### src/rtl/uart_rx_deser.sv
// 8N1 UART receiver: 2-flop synchronizer, mid-bit sampling FSM, and a
// first-word-fall-through byte FIFO with framing-error and overrun pulses.
module uart_rx_deser #(
  parameter int CLKS_PER_BIT = 51,
  parameter int FIFO_DEPTH   = 4
) (
  input  logic                             clock,
  input  logic                             reset,
  input  logic                             uart_rx,
  output logic [7:0]                       rx_data,
  output logic                             rx_valid,
  input  logic                             rx_ready,
  output logic                             frame_err,
  output logic                             overrun,
  output logic [$clog2(FIFO_DEPTH+1)-1:0]  fifo_count
);

  localparam int CW   = $clog2(CLKS_PER_BIT);
  localparam int PW   = $clog2(FIFO_DEPTH);
  localparam int CNTW = $clog2(FIFO_DEPTH + 1);

  localparam logic [CW-1:0]   HALF_LOAD = CW'(CLKS_PER_BIT / 2 - 1);
  localparam logic [CW-1:0]   BIT_LOAD  = CW'(CLKS_PER_BIT - 1);
  localparam logic [CNTW-1:0] FULL_CNT  = CNTW'(FIFO_DEPTH);

  typedef enum logic [2:0] {
    S_IDLE,
    S_START,
    S_DATA,
    S_STOP,
    S_BREAK
  } state_t;

  state_t          state_q;
  logic            rx_meta_q;
  logic            rx_s_q;
  logic [CW-1:0]   cnt_q;
  logic [2:0]      bit_idx_q;
  logic [7:0]      shift_q;
  logic            push_q;
  logic            frame_err_q;
  logic            tick;

  logic [7:0]      mem_q [FIFO_DEPTH];
  logic [PW-1:0]   wr_ptr_q;
  logic [PW-1:0]   rd_ptr_q;
  logic [CNTW-1:0] count_q;
  logic [CNTW-1:0] count_d;
  logic            rx_valid_q;
  logic            overrun_q;
  logic            pop;
  logic            push_ok;

  always_ff @(posedge clock or posedge reset) begin
    if (reset) begin
      rx_meta_q <= 1'b1;
      rx_s_q    <= 1'b1;
    end else begin
      rx_meta_q <= uart_rx;
      rx_s_q    <= rx_meta_q;
    end
  end

  assign tick = (cnt_q == '0);

  // Stop bit sampled low parks in S_BREAK so a held-low line reports only once.
  always_ff @(posedge clock or posedge reset) begin
    if (reset) begin
      state_q     <= S_IDLE;
      cnt_q       <= '0;
      bit_idx_q   <= '0;
      shift_q     <= '0;
      push_q      <= 1'b0;
      frame_err_q <= 1'b0;
    end else begin
      push_q      <= 1'b0;
      frame_err_q <= 1'b0;
      case (state_q)
        S_IDLE: begin
          if (!rx_s_q) begin
            state_q <= S_START;
            cnt_q   <= HALF_LOAD;
          end
        end
        S_START: begin
          if (tick) begin
            if (!rx_s_q) begin
              state_q   <= S_DATA;
              cnt_q     <= BIT_LOAD;
              bit_idx_q <= '0;
            end else begin
              state_q <= S_IDLE;
            end
          end else begin
            cnt_q <= cnt_q - 1'b1;
          end
        end
        S_DATA: begin
          if (tick) begin
            shift_q   <= {rx_s_q, shift_q[7:1]};
            cnt_q     <= BIT_LOAD;
            bit_idx_q <= bit_idx_q + 1'b1;
            if (bit_idx_q == 3'd7) begin
              state_q <= S_STOP;
            end
          end else begin
            cnt_q <= cnt_q - 1'b1;
          end
        end
        S_STOP: begin
          if (tick) begin
            if (rx_s_q) begin
              push_q  <= 1'b1;
              state_q <= S_IDLE;
            end else begin
              frame_err_q <= 1'b1;
              state_q     <= S_BREAK;
            end
          end else begin
            cnt_q <= cnt_q - 1'b1;
          end
        end
        S_BREAK: begin
          if (rx_s_q) begin
            state_q <= S_IDLE;
          end
        end
        default: state_q <= S_IDLE;
      endcase
    end
  end

  // A pop in the same cycle frees the slot, so full + push + pop is accepted.
  always_comb begin
    pop     = rx_valid_q && rx_ready;
    push_ok = push_q && ((count_q != FULL_CNT) || pop);
    count_d = count_q + CNTW'(push_ok) - CNTW'(pop);
  end

  always_ff @(posedge clock) begin
    if (push_ok) begin
      mem_q[wr_ptr_q] <= shift_q;
    end
  end

  always_ff @(posedge clock or posedge reset) begin
    if (reset) begin
      wr_ptr_q   <= '0;
      rd_ptr_q   <= '0;
      count_q    <= '0;
      rx_valid_q <= 1'b0;
      overrun_q  <= 1'b0;
    end else begin
      if (push_ok) begin
        wr_ptr_q <= wr_ptr_q + 1'b1;
      end
      if (pop) begin
        rd_ptr_q <= rd_ptr_q + 1'b1;
      end
      count_q    <= count_d;
      rx_valid_q <= (count_d != '0);
      overrun_q  <= push_q && !push_ok;
    end
  end

  assign rx_data    = rx_valid_q ? mem_q[rd_ptr_q] : '0;
  assign rx_valid   = rx_valid_q;
  assign frame_err  = frame_err_q;
  assign overrun    = overrun_q;
  assign fifo_count = count_q;

endmodule
### config.mk
export PLATFORM = sky130hd
export DESIGN_NAME = uart_rx_deser
export DESIGN_NICKNAME = d
export VERILOG_FILES = /design/src/rtl/uart_rx_deser.sv
export SDC_FILE = /design/constraint.sdc
export NUM_CORES = 1
export LEC_CHECK = 0
export CAP_MARGIN = 20
export CORE_MARGIN = 1.5
export CORE_UTILIZATION = 63
export DETAILED_ROUTE_END_ITERATION = 8
export GPL_TIMING_DRIVEN = 1
export PLACE_DENSITY = 0.84
export SLEW_MARGIN = 20
export SYNTH_ARGS = -nofsm -noshare
export SYNTH_HDL_FRONTEND = slang
export SYNTH_SLANG_ARGS = --single-unit
### constraint.sdc
create_clock -name clock -period 4.67 [get_ports clock]
set_input_delay 0.934 -clock clock [delete_from_list [all_inputs] [get_ports clock]]
set_output_delay 0.934 -clock clock [all_outputs]
set_load 0.1 [all_outputs]
==> impl_metrics.env <==
export IMPL_path_clk_slew_ns=0.07
export IMPL_power_switching_mw=0.936
export IMPL_p_total_mw=2.11
export IMPL_sw_frac_of_total_pct=44.4
export IMPL_max_freq_mhz=270
export IMPL_gr_usage_all_layers_pct=21.9
export IMPL_holdWs_ns=0.358
export IMPL_finalInstanceArea_um2=3230
export IMPL_final_setup_viol_count=0
export IMPL_yosys_area_top_type_share_pct=33.9
export IMPL_hpwl_um=3170
export IMPL_fin_skew_ns=0.00654
export IMPL_synth_cell_types=43
export IMPL_p_leak_nw=1.30
export IMPL_numCtsBuffers=9
export IMPL_ioPinCount=18
export IMPL_r2r_start="rx_valid$_DFF_PP0_"
export IMPL_port_buffers=17
export IMPL_syn_cell_area_um2=2840
export IMPL_arrival_ns=2.77
export IMPL_irDropWorstVdd_v=0.000326
export IMPL_final_cell_mix="edfxtp_1, dfrtp_1, clkdlybuf4s50_1, inv_1, nor2_1"
export IMPL_root_buffer="clkbuf_8"
export IMPL_seq_power_share_pct=37.8
export IMPL_cap_violations=0
export IMPL_tightest_slew_ns=0.975
export IMPL_post_place_ws_ns=1.15
export IMPL_powerDensity_nw_per_um2=653
export IMPL_start_kind="flip-flop"
export IMPL_ys_flop_type="edfxtp_1"
export IMPL_wirelength_um=4730
export IMPL_grt_max_degree=34
export IMPL_worstSetupEndpointType="primary output"
export IMPL_overflow=0
export IMPL_tns_ns=0
export IMPL_synth_seq_cells=65
export IMPL_synthTopCellsByArea="edfxtp_1, dfrtp_1, mux4_2"
export IMPL_post_cts_setup_buffer_count=0
export IMPL_clock_sinks=65
export IMPL_layoutNonFillerInstCount=275
export IMPL_rsz0062_at_grt="false"
export IMPL_clock_path_buffers=2
export IMPL_first_pass_iters=4
export IMPL_antenna_found_initial=0
export IMPL_viasPerCell=5.88
export IMPL_wl_met3_um=156
export IMPL_num_vias=1617
export IMPL_yosys_warnings=0
export IMPL_place_congestion=0.810
export IMPL_initialDrtViolationCount=115
export IMPL_final_nets=233
export IMPL_syn_num_nets=209
export IMPL_diodes=0
export IMPL_wire_per_inst_um=17.2
export IMPL_die_w_um=70.1
export IMPL_yosysSeqAreaShare_pct=63.1
export IMPL_core_area_um2=4350
export IMPL_synth_edf_count=32
export IMPL_cts_hold_buffers_added=0
export IMPL_startpoint="rd_ptr_q[0]$_DFFE_PP0P_"
export IMPL_period_share_pct=79.4
export IMPL_worst_setup_path_type="flip-flop to primary output"
export IMPL_p_clk_share_pct=19.8
export IMPL_core_rowCount=24
export IMPL_status="complete, no violations"
export IMPL_post_route_util_pct=74.1
export IMPL_met2_length_um=2490
export IMPL_die_height_um=70.1
export IMPL_fillCellCount=270
export IMPL_routed_top_layer="met4"
export IMPL_h_tree_depth=3
export IMPL_dp_cells=259
export IMPL_syn_avg_cell_area_um2=14.6
export IMPL_cts_tree="yes"
export IMPL_grt_pass1_vias=1649
export IMPL_async_flop_share_pct=50.8
export IMPL_finalHoldViolCount=0
export IMPL_initial_core_util_pct=65.2
export IMPL_synth_top_cell_by_area="edfxtp_1"
export IMPL_netlist_instances=194
export IMPL_layout_drive_gt1_share_pct=17.9
export IMPL_placed_area_um2=3050
export IMPL_slew_headroom_pct=34.8
export IMPL_cp_required_ns=3.74
export IMPL_crit_fanout=10
export IMPL_layout_min_cycle_time_ns=3.71
export IMPL_fin_ws_ns=0.963
export IMPL_drc=0
export IMPL_met1_length_um=1990
export IMPL_grt_pass1_wl_um=7980
export IMPL_cts_repair_resized=0
export IMPL_finalMaxSlewViolations=0
export IMPL_hp_start="rx_meta_q$_DFF_PP1_"
export IMPL_power_frac_comb_pct=42.3
export IMPL_cell_internal_pwr_mw=1.17
export IMPL_layout_commonest_cell="edfxtp_1"
export IMPL_hp_class="flip-flop to flip-flop"
export IMPL_fp_dieArea_um2=4920
export IMPL_clk_latency_ns=0.34
export IMPL_ant_nets=0
export IMPL_syn2layout_area_growth_pct=13.7
==> critical path: stages (launching register included) <==
cell	delay [ns]
dfrtp_1	0.72
mux4_2	0.58
and2_1	0.17
clkdlybuf4s50_1	0.96
==> per-layer routing <==
layer,GRT usage (%),vias to the layer above
met2,35.9,29
met5,0,-
met3,4.76,8
met4,11.5,0
met1,27.6,822
li1,-,758
==> flip-flops by register name, summed over array words and instances, names as in the netlist <==
register,count
cnt_q,6
rd_ptr_q,2
bit_idx_q,3
overrun,1
mem_q,32
rx_s_q,1
rx_valid,1
fifo_count,3
wr_ptr_q,2
push_q,1
state_q,3
rx_meta_q,1
frame_err,1
shift_q,8
==> cell usage after synthesis, drive strengths merged (2+ instances only) <==
library cell and instances:
a22o 2, inv 13, a311oi 2, and2 8, edfxtp 32, mux2 8, mux4 8, a21o 2
o22ai 2, clkbuf 3, and3 4, nand2 9, dfrtp 31, nor2b 2, xnor2 5, ha 10
nor2 12, o31ai 2, nand3 4, o21ai 5, or3 3, buf 2, or3b 2, a21oi 7
a2bb2oi 2, dfstp 2
==> logic make-up after synthesis <==
family	share of synthesized area [%]
buffers and inverters	2.69
adders and majority gates	5.11
and+or+nand+nor	9.61
muxes	10.7
DFF	63.1
xor gates and xnor gates	1.54
AOI/OAI and AO/OA	7.32
==> final timing paths <==
| kind | cells after the start | slack (ns) | end |
|---|---|---|---|
| setup / recovery | 3 | 0.96 | rx_data[2] |
| hold / removal | 0 | 0.36 | rx_s_q$_DFF_PP1_ |
| setup reg to reg | 10 | 1.96 | rx_valid$_DFF_PP0_ |
| hold reg to reg | 0 | 0.36 | rx_s_q$_DFF_PP1_ |
| max in group asynchronous | 3 | 3.35 | rx_meta_q$_DFF_PP1_ |
| min in group asynchronous | 3 | 0.98 | fifo_count[1]$_DFF_PP0_ |
==> final cells by class <==
type | count | area [um2] | share of cell area [%]
inverter | 13 | 48.8 | 1.51
tap | 52 | 65.1 | 2.02
multi-input combinational | 111 | 972 | 30.1
sequential | 65 | 1790 | 55.5
clock inverter | 5 | 31.3 | 0.970
clock buffer | 11 | 141 | 4.38
timing repair buffer | 18 | 178 | 5.51
==> power by group through the flow <==
stage / Sequential, mW / Combinational (mW) / Clock, mW
5_1_grt: 0.815 / 0.947 / 0.447
3_3_place_gp: 0.803 / 0.866 / 0
2_1_floorplan: 0.849 / 0.663 / 0
4_1_cts: 0.799 / 0.898 / 0.421
6_report: 0.798 / 0.892 / 0.418
3_5_place_dp: 0.809 / 0.895 / 0
No activity file was read; power rests on OpenSTA's default activity.
